[config.mk]
export PLATFORM = sky130hd
export DESIGN_NAME = boot_loader
export DESIGN_NICKNAME = d
export VERILOG_FILES = /design/src/rtl/boot_loader.sv
export SDC_FILE = /design/constraint.sdc
export NUM_CORES = 1
export LEC_CHECK = 0
export ABC_AREA = 0
export CAP_MARGIN = 30
export CORE_ASPECT_RATIO = 0.7
export CORE_UTILIZATION = 47
export DETAILED_ROUTE_END_ITERATION = 10
export HOLD_SLACK_MARGIN = 0.12
export PLACE_DENSITY_LB_ADDON = 0.1
export SYNTH_ARGS = -nofsm -noshare
export SYNTH_HDL_FRONTEND = slang
export SYNTH_SLANG_ARGS = --single-unit
[constraint.sdc]
create_clock -name clock -period 2.6 [get_ports clock]
set_clock_uncertainty 0.15 [all_clocks]
set_input_delay 0.52 -clock clock [delete_from_list [all_inputs] [get_ports clock]]
set_output_delay 0.52 -clock clock [all_outputs]
set_load 0.005 [all_outputs]
[src/rtl/boot_loader.sv]
// Boot loader: copies BOOT_WORDS 32-bit words offered by the bios side into memory,
// starting at BASE_ADDR, while holding the processor. Each accepted word gets a
// one-cycle write strobe; an idle gap of TIMEOUT cycles aborts the load.
//
// Ports
//   clock        : single clock, all state changes on its rising edge
//   reset        : synchronous, active-high
//   start        : level request to begin a load (only honoured when idle)
//   word_valid   : bios presents word_data
//   word_data    : program word from bios
//   word_ready   : loader accepts a word this cycle
//   mem_address  : memory write address
//   mem_data     : memory write data
//   mem_cs       : chip select, active-low (always selected)
//   mem_we       : write strobe, one cycle per word
//   mem_oe       : output enable, high whenever the loader is not transferring
//   on_bios      : processor held for loading (low only once the load is done)
//   enable_pc    : releases the program counter
//   done         : load completed successfully
//   error        : load aborted on timeout (sticky until reset)
//   word_count   : number of words written so far
module boot_loader #(
  parameter int unsigned BOOT_WORDS = 16,
  parameter logic [31:0] BASE_ADDR  = 32'h0,
  parameter int unsigned TIMEOUT    = 255
) (
  input  logic        clock,
  input  logic        reset,
  input  logic        start,
  input  logic        word_valid,
  input  logic [31:0] word_data,
  output logic        word_ready,
  output logic [31:0] mem_address,
  output logic [31:0] mem_data,
  output logic        mem_cs,
  output logic        mem_we,
  output logic        mem_oe,
  output logic        on_bios,
  output logic        enable_pc,
  output logic        done,
  output logic        error,
  output logic [15:0] word_count
);

  localparam logic [2:0] StIdle  = 3'd0;
  localparam logic [2:0] StLoad  = 3'd1;
  localparam logic [2:0] StWrite = 3'd2;
  localparam logic [2:0] StDone  = 3'd3;
  localparam logic [2:0] StError = 3'd4;

  localparam logic [15:0] BootWordsW = 16'(BOOT_WORDS);
  localparam logic [15:0] TimeoutW   = 16'(TIMEOUT);

  logic [2:0]  state_q, state_d;
  logic [15:0] count_q, count_d;
  logic [15:0] tmo_q, tmo_d;
  logic [31:0] addr_q, addr_d;
  logic [31:0] data_q, data_d;
  logic [15:0] count_inc;
  logic [15:0] tmo_inc;

  assign count_inc = count_q + 16'd1;
  assign tmo_inc   = tmo_q + 16'd1;

  always_comb begin
    state_d = state_q;
    count_d = count_q;
    tmo_d   = tmo_q;
    addr_d  = addr_q;
    data_d  = data_q;
    case (state_q)
      StIdle: begin
        if (start) begin
          state_d = StLoad;
          count_d = 16'd0;
          tmo_d   = 16'd0;
        end
      end
      StLoad: begin
        // A transfer wins over a timeout landing on the same edge.
        if (word_valid) begin
          state_d = StWrite;
          data_d  = word_data;
          addr_d  = BASE_ADDR + {16'd0, count_q};
          tmo_d   = 16'd0;
        end else begin
          tmo_d = tmo_inc;
          if (tmo_inc == TimeoutW) begin
            state_d = StError;
          end
        end
      end
      StWrite: begin
        count_d = count_inc;
        state_d = (count_inc == BootWordsW) ? StDone : StLoad;
      end
      StDone:  state_d = StDone;
      StError: state_d = StError;
      default: state_d = StIdle;
    endcase
  end

  always_ff @(posedge clock) begin
    if (reset) begin
      state_q <= StIdle;
      count_q <= 16'd0;
      tmo_q   <= 16'd0;
      addr_q  <= BASE_ADDR;
      data_q  <= 32'd0;
    end else begin
      state_q <= state_d;
      count_q <= count_d;
      tmo_q   <= tmo_d;
      addr_q  <= addr_d;
      data_q  <= data_d;
    end
  end

  // All outputs are decoded from registered state only.
  assign word_ready  = (state_q == StLoad);
  assign mem_we      = (state_q == StWrite);
  assign mem_oe      = (state_q != StLoad) && (state_q != StWrite);
  assign mem_cs      = 1'b0;
  assign on_bios     = (state_q != StDone);
  assign enable_pc   = (state_q == StDone);
  assign done        = (state_q == StDone);
  assign error       = (state_q == StError);
  assign mem_address = addr_q;
  assign mem_data    = data_q;
  assign word_count  = count_q;

endmodule

Word level (Yosys, flattened, before mapping)
Index checks and enable logic that the tools add are counted.
{"block": "classes", "eq_ne": 11, "n_reduce_logical": 8, "n_mux": 9, "addsub": 2}
{"cell": "$pmux W16 S2", "n": 2}
{"cell": "$add A16 B1 Y16 const B", "n": 2}
{"cell": "$mux W16", "n": 2}
{"cell": "$eq A16 B5 Y1 const B", "n": 1}
{"cell": "$eq A16 B8 Y1 const B", "n": 1}
{"cell": "$pmux W3 S5", "n": 1}
{"cell": "$mux W3", "n": 3}
{"cell": "$ne A3 B2 Y1 const B", "n": 3}
{"cell": "$reduce_and A2 Y1", "n": 4}
{"cell": "$eq A3 B2 Y1 const B", "n": 2}
{"cell": "$reduce_bool A2 Y1", "n": 2}
{"cell": "$eq A3 B1 Y1 const B", "n": 1}
{"cell": "$eq A3 B3 Y1 const B", "n": 1}
{"cell": "$logic_not A3 Y1", "n": 1}
{"cell": "$ne A3 B1 Y1 const B", "n": 1}
{"cell": "$mux W2", "n": 1}
{"cell": "$ne A2 B2 Y1 const B", "n": 1}
{"cell": "$logic_and A1 B1 Y1", "n": 1}
{"block": "totals", "in_bits": 36, "ff_bits": 83, "elab_cells": 35}

Depth between registers and ports, before layout
Gate-level depths: netlist (run 1).
{"block": "logic_depth", "ltp_word": 5, "mapped_depth": 9, "depth_no_buf": 8}

Least setup slack after synthesis (run 1)
No wires, ideal clock.
{"block": "synth_timing", "kind": "register to register", "startpoint": "register count_q[0] (netlist: word_count[0])", "endpoint": "register state_q[1]", "arrival_time_ps": 1971, "setup_slack_ps": 421, "path_stages_with_launch": 8, "required_ps": 2392, "setup_time_ps": 58, "path_buffers": 0, "path_cell_list": "dfxtp_1 -> ha_1 -> nand3_2 -> or4b_1 -> o31ai_1 -> a31oi_1 -> a2111oi_2 -> o211a_1"}
{"block": "synth_via", "elab_chain_len": 4}
{"item": "start: declaration", "line": "55", "source": "logic [15:0] count_q, count_d;"}
{"item": "start signal: assignment", "line": "112", "source": "count_q <= count_d;"}
{"item": "$add A16 B1 Y16", "line": "62", "source": "assign count_inc = count_q + 16'd1;"}
{"item": "$eq A16 B5 Y1", "line": "95", "source": "state_d = (count_inc == BootWordsW) ? StDone : StLoad;"}
{"item": "$mux W2", "line": "95"}
{"item": "$pmux W3 S5", "line": "71", "source": "case (state_q)"}
{"item": "end signal: assignment", "line": "105", "source": "state_q <= StIdle;"}
{"item": "end signal: assignment", "line": "111", "source": "state_q <= state_d;"}
{"item": "end: declaration", "line": "54", "source": "logic [2:0] state_q, state_d;"}
Every way passes these cells.
A chain may end at the register's enable or synchronous reset.

Worst setup path after layout (run 1)
{"block": "layout_timing", "startpoint": "register state_q[0]", "endpoint": "output word_ready"}
{"block": "layout_via", "elab_chain_len": 1}
{"item": "$eq A3 B1 Y1", "line": "120", "source": "assign word_ready = (state_q == StLoad);"}
{"item": "end: declaration", "line": "32", "source": "output logic word_ready,"}
Every way passes these cells.

==> results.cfg, run 1 <==
[outcome]
status = completed

[floorplan]
dieArea_mm2 = 0.009053
die_w_um = 113.3
initial_core_util = 0.4827
rows = 28
ios = 124
core_mm2 = 0.008443
die_h_um = 79.91

[clock_network]
cts_resized = 0
cts.hold.buffers_added = 0
cts.sinks = 83
clk_pin_slew_ns = 0.06
postCtsSetupBuffers = 0
cts_tree = yes
clockBufferDepth = 2
cts_root_buffer = clkbuf_16
cts_made_buffers = 9
htreeDepth = 3
clk_latency_ns = 0.34

[logic_synthesis]
yosysSeqAreaShare = 0.4077
synth.most_common_cell = nand2_1
synth.area.top_cells = dfxtp_1, nand2_1, a21oi_1
syn-mean-instance-area_um2 = 7.747
syn_inst = 526
synthTopCellsByCount = nand2_1, dfxtp_1, a21oi_1
synthFlopType = dfxtp_1
synth-edff-count = 0
synth_largest_area_cell = dfxtp_1
async_flop_share = 0
synthesis.area_mm2 = 0.004075
yosysWarnings = 0
synth_top_cell_area_share = 0.4077
synth-seq-cells = 83
ys_types = 57

[drt]
vias = 3908
via_per_inst = 5.232
drt_iter0_markers = 321
drtPass1Iterations = 4
wl_per_cell_um = 14.29
drc = 0
wl_mm = 10.67
antenna_left = 0

[global_route]
grt_max_degree = 50
grt_pass1_vias = 3395
grt_usage = 0.2373
grt-ovfl-total = 0
grt_pass1_wl_mm = 16.76
antenna_found_initial = 0

[cells_and_area]
drive_gt1_frac = 0.08612
final_cells = 747
syn_to_final_growth_pct = 35.31
num-nets-final = 661
num_antenna_cells = 0

[critical_path]
cp-start-kind = flip-flop
critPathKind = flip-flop to output port
crit_arrival_ns = 1.80
cp_max_fo = 9
crit_path_end_kind = output port
worstPathRequired_ns = 1.93

[timing]
timing.final.crit_share = 0.9489
setup_violations = 0
finalSetupTns_ns = 0
hold_viol = 0
min_period_ns = 2.467
relSlewSlack = 0.5477
fmax_mhz = 405.3
maxSlewViolCount = 0
rsz0062_at_grt = false
tightest_slew_ns = 0.6784

[placement]
portBuffers = 106
place_inst = 731
place.gp.congestion = 0.9062
dp_hpwl_mm = 7.423

[min_path]
hold_path_class = flip-flop to flip-flop

[power_and_ir_drop]
p_per_area_mw_per_mm2 = 551.7
p_leak_nw = 1.936
ir_worst_vdd_v = 0.0004123

[run]
maxCapViolations = 0
## logic make-up after synthesis
family / share of synthesized area
AOI/OAI and AO/OA: 0.1904
buffers and inverters: 0.08996
xor gates and xnor gates: 0.01719
DFF: 0.4077
adders and majority gates: 0.009212
muxes: 0.002456
other: 0.0009202
and+or+nand+nor: 0.2822
## per-stage QoR
stage	total power [W]	hold WS (ns)	utilization	area, um^2	worst slack [ns]
6_report	0.003042	0.3041	0.6531	5514	0.1329
3_5_place_dp	0.001622	0.2974	0.6122	5169	0.2847
2_1_floorplan	0.001489	0.3027	-	4135	0.4212
3_3_place_gp	0.001618	0.2907	0.6122	5169	0.3429
5_1_grt	0.003153	0.3217	0.6531	5514	0.02015
4_1_cts	0.003072	0.3056	0.6526	5510	0.08364
## sequential cells by signal, indices dropped and copies added (netlist names)
register     count
word_count      16
state_q          3
tmo_q           16
mem_data        32
mem_address     16
## layout by cell type (no fill, tap or decap), types with 9 or more instances in the layout
master           Yosys  routed
a21oi_1             79      79
buf_4               20      17
clkbuf_16            0       9
clkdlybuf4s50_1      0     105
conb_1               1      17
dfxtp_1             83      82
nand2_1            126     126
nor2_1              43      43
nor3_1              14      14
o21ai_0             17      17
## power by group
part / internal [W] / switching, W / total (W)
combinational: 0.000138 / 0.000143 / 0.000281
clock: 0.000936 / 0.000511 / 0.00145
sequential: 0.00130 / 0.0000167 / 0.00131
total: 0.00237 / 0.000671 / 0.00304
## worst paths after layout
path	endpoint	cells after the start	slack, ns	start
setup / recovery	word_ready	2	0.13	state_q[0]
hold / removal	mem_data[8]	2	0.30	mem_data[8]
setup reg to reg	state_q[2]	7	0.27	tmo_q[0]
hold reg to reg	mem_data[8]	2	0.30	mem_data[8]
## per-layer routing
layer	global-route usage	vias up	part of all wire	wire length [um]
li1	-	1984	-	-
met1	0.3205	1790	0.48	5129
met2	0.3681	130	0.44	4743
met3	0.06454	4	0.072	766
met4	0.07368	0	0.0030	32
met5	0	-	0	0
## final cells by class
| type | count | area (um^2) |
|---|---|---|
| inverters | 7 | 28.78 |
| flip-flops and latches | 83 | 1663 |
| well taps | 120 | 150.1 |
| clock inverters | 7 | 116.4 |
| multi-input cells | 396 | 2107 |
| fillers | 720 | 2929 |
| repair buffers | 125 | 1224 |
| clock buffers | 9 | 225.2 |
## worst max-delay path, cell delays in order (launching register included)
cell	delay [ns]
dfxtp_1	0.46
nor3b_2	0.42
clkdlybuf4s50_1	0.58
No activity file was read; power rests on OpenSTA's default activity.
==> inputs of run 2 (changes only) <==
- clock period: 2.6 -> 2.3 ns (I/O delays scaled with it)
==> run 2 against run 1 <==
Via count is 4.8% higher. Non-clock buffer count is 17 higher. Count of clock-buffer cells in the layout is 6 higher. Cell count is 2.3% higher. Power is 8.0% higher. Worst hold slack worse by 0.0013 ns. Register-to-register slack worse by 0.16 ns. First-iteration DRC count is 21% lower. Global-route usage is 0.32 points higher. Routed wire length is 4.2% higher. Critical endpoint is now mem_oe.
==> results.cfg, run 2 (synthesis results as in run 1) <==
[clock_network]
cts_tree = yes
clk_pin_slew_ns = 0.06
clockBufferDepth = 2
cts_made_buffers = 9
htreeDepth = 3
cts.sinks = 83
clk_latency_ns = 0.33
cts_root_buffer = clkbuf_16

[floorplan]
die_w_um = 113.3
ios = 124
rows = 28
initial_core_util = 0.4827
core_mm2 = 0.008443
dieArea_mm2 = 0.009053
die_h_um = 79.91

[cells_and_area]
drive_gt1_frac = 0.1134
syn_to_final_growth_pct = 38.10
final_common_cell = nand2_1
largest_register_ffs = 32
final_cell_mix = nand2_1, clkdlybuf4s50_1, a21oi_1, dfxtp_1, nor2_1
num-nets-final = 678
num_antenna_cells = 0
final_cells = 764

[timing]
setup_violations = 0
hold_viol = 0
maxSlewViolCount = 0
relSlewSlack = 0.6059
setup_ws_ns = 0.06160
timing.final.crit_share = 0.9732
fmax_mhz = 446.7
fin_hold_ws_ns = 0.3028
min_period_ns = 2.238
tightest_slew_ns = 0.5912

[critical_path]
regToRegSetupSlack_ns = 0.11
worstPathRequired_ns = 1.69
critPathKind = flip-flop to output port
cp-start-kind = flip-flop
cp_max_fo = 9
crit_path_end_kind = output port
crit_arrival_ns = 1.63

[placement]
dp_slack_ns = 0.05270
portBuffers = 106
place.gp.congestion = 0.9260
dp_hpwl_mm = 7.762
place_inst = 746

[global_route]
grt_pass1_vias = 3630
grt_max_degree = 49
grt_pass1_wl_mm = 17.26
grt-ovfl-total = 0
grt_usage = 0.2405
antenna_found_initial = 0

[drt]
antenna_left = 0
vias = 4096
drt_iter0_markers = 254
wl_mm = 11.12
wl_per_cell_um = 14.55
drtPass1Iterations = 5
via_per_inst = 5.361
drc = 0

[run]
maxCapViolations = 0

[power_and_ir_drop]
p_leak_nw = 2.026
p_per_area_mw_per_mm2 = 583.6
ir_worst_vdd_v = 0.0003002
power_w = 0.003285

[outcome]
status = completed

[min_path]
hold_path_class = flip-flop to flip-flop
run 2: changes by cell type in the layout (fill, tap and decap cells not counted), sizes merged:
cell,previous run,this run
buf,20,37
bufinv,3,1
clkbuf,9,15
clkinv,3,0
clkinvlp,1,0
run 2: path summary, 6_finish.rpt:
path | from | to | cells after the start
max | state_q[0] | mem_oe | 5
min | mem_data[16] | mem_data[16] | 2
max reg2reg | tmo_q[2] | state_q[2] | 6
min reg2reg | mem_data[16] | mem_data[16] | 2
run 2: stage by stage:
step	TNS, ns	util	instance area, um^2
floorplan	0	-	4135
global placement	0	0.6255	5281
detailed placement	0	0.6255	5281
CTS	0	0.6629	5597
global route	-0.0001072	0.6666	5628
finish	0	0.6666	5628
run 2: area by class of cell:
class | instances | area (um^2)
clock buffers | 15 | 277.8
clock inverters | 1 | 30.03
fillers | 683 | 2815
inverters | 7 | 28.78
multi-input cells | 396 | 2121
flip-flops and latches | 83 | 1669
well taps | 120 | 150.1
repair buffers | 142 | 1351
run 2: report_power, final:
group          internal (W)  switching (W)
clock              0.000931       0.000540
combinational      0.000160       0.000167
sequential          0.00147      0.0000193
run 2: metal layers:
layer  track usage  vias up  wire, um
met5             0        -         0
met3       0.05695        6       710
met1        0.3156     1911      5360
li1              -     2010         -
met2        0.3969      169      4988
met4       0.06316        0        58
run 2: worst max-delay path, cell delays in order (launching register included):
cell             delay, ns
dfxtp_4               0.37
nor2_2                0.13
nand2_1               0.12
inv_4                 0.13
nor2_1                0.06
clkdlybuf4s50_1       0.49
run 2: timing repair:
| action | 4_1_cts | 5_1_grt |
|---|---|---|
| setup endpoints to repair | 3 | 6 |
| gates cloned | 0 | 0 |
| buffers inserted | 0 | 2 |
| hold buffers | 0 | 0 |
| gates resized for setup | 4 | 5 |
==> inputs of run 3 (changes only) <==
- CORE_UTILIZATION: 47 -> 29
==> run 3 against run 2 <==
Sequential power hardly changed. Worst setup slack improved by 0.0081 ns. Highest routed layer unchanged. Combinational power is 3% higher. Critical endpoint is now word_ready. Design area rose by 2.9%. Critical path depth down 3. Count of clock-buffer cells in the layout shrank 5. Fmax grew 0.36%.
==> results.cfg, run 3 (synthesis results as in run 1) <==
[timing]
tightest_slew_ns = 0.6930
fmax_mhz = 448.4
timing.final.crit_share = 0.9697
maxSlewViolCount = 0
hold_viol = 0
min_period_ns = 2.230
setup_violations = 0
relSlewSlack = 0.5380
finalSetupTns_ns = 0

[critical_path]
critPathKind = flip-flop to output port
cp_num_buf_inv = 1
crit_path_end_kind = output port
slowest_delay_ns = 0.56
crit_arrival_ns = 1.62
slowest_stage = clkdlybuf4s50_1
cp-start-kind = flip-flop
crit_family = buffers and inverters
worstPathRequired_ns = 1.69
cp_max_fo = 9
crit_chain = nor3b_4 > clkdlybuf4s50_1

[clock_network]
cts.sinks = 83
cts_root_buffer = clkbuf_16
cts_tree = yes
clk_latency_ns = 0.34
htreeDepth = 3
clk_pin_slew_ns = 0.07
clockBufferDepth = 2
cts_made_buffers = 9

[power_and_ir_drop]
ir_worst_vdd_v = 0.0003369
p_leak_nw = 2.057
p_per_area_mw_per_mm2 = 573.5

[global_route]
grt-ovfl-total = 0
grt_max_degree = 53
antenna_found_initial = 0
grt_usage = 0.1681
grt_pass1_wl_mm = 19.09
grt_pass1_vias = 3610

[cells_and_area]
largest_register_ffs = 32
syn_to_final_growth_pct = 42.12
final_util = 0.4308
final_cells = 834
final_common_cell = nand2_1
num-nets-final = 683
drive_gt1_frac = 0.1341
num_antenna_cells = 0
fillCellCount = 1377
fin_area_mm2 = 0.005792
final_cell_mix = nand2_1, clkdlybuf4s50_1, a21oi_1, dfxtp_1, nor2_1

[placement]
place.gp.congestion = 0.8726
dpl-instance-area_mm2 = 0.005406
place_inst = 815
dp_hpwl_mm = 8.607
portBuffers = 106

[drt]
drtPass1Iterations = 5
drt_iter0_markers = 189
antenna_left = 0
vias = 4052
drc = 0
via_per_inst = 4.859
wl_per_cell_um = 14.32
wl_mm = 11.95

[floorplan]
rows = 35
dieArea_mm2 = 0.01454
ios = 124
initial_core_util = 0.3031
die_h_um = 101.2
die_w_um = 143.7
core_mm2 = 0.01344

[min_path]
hold_path_class = flip-flop to flip-flop

[outcome]
status = completed

[run]
maxCapViolations = 0
[run 3: worst paths after layout]
kind	from	endpoint	slack (ns)	depth (start not counted)
max reg2reg	tmo_q[0]	state_q[2]	0.12	7
min	mem_address[10]	mem_address[10]	0.30	2
min reg2reg	mem_address[10]	mem_address[10]	0.30	2
max	state_q[0]	word_ready	0.07	2
[run 3: worst min-delay path: cells and delay by family, from the launching register on]
family	cells	cell delay, ns
AND/OR/NAND/NOR	1	0.05
flip-flops	1	0.31
AO/OA/AOI/OAI	1	0.05
[run 3: power by group]
part / switching [W] / internal (W) / total [W] / leakage, nW
registers: 0.0000197 / 0.00146 / 0.00148 / 0.675
logic: 0.000171 / 0.000166 / 0.000336 / 1.24
clock network: 0.000619 / 0.000882 / 0.00150 / 0.147
total: 0.000809 / 0.00251 / 0.00332 / 2.06
[run 3: timing repair]
action	in CTS	in global routing
endpoints found under the setup margin	3	6
hold buffers	0	0
pin swaps	0	1
gates resized for setup	5	11
setup buffers	0	3
[run 3: cell type report]
cell class | count | area (um^2) | area share
multi-input cells | 396 | 2145 | 0.3703
flip-flops and latches | 83 | 1675 | 0.2893
repair buffers | 147 | 1401 | 0.2420
clock buffers | 10 | 239.0 | 0.04126
well taps | 185 | 231.5 | 0.03997
clock inverters | 6 | 73.82 | 0.01275
inverters | 7 | 26.28 | 0.004537
[run 3: per-layer routing]
metal  share of wire  global-route usage
met1            0.51              0.2440
met4          0.0082             0.04255
met2            0.41              0.2453
met3           0.073             0.04303
met5               0                   0
[run 3: metrics by stage]
stage	setup slack [ns]	total power, W	hold WS (ns)
global route	-0.007887	0.003480	0.3219
detailed placement	0.03531	0.001852	0.2970
global placement	0.1059	0.001851	0.2907
finish	0.06972	0.003322	0.3033
CTS	0.00004108	0.003385	0.3055
floorplan	0.1212	0.001684	0.3027
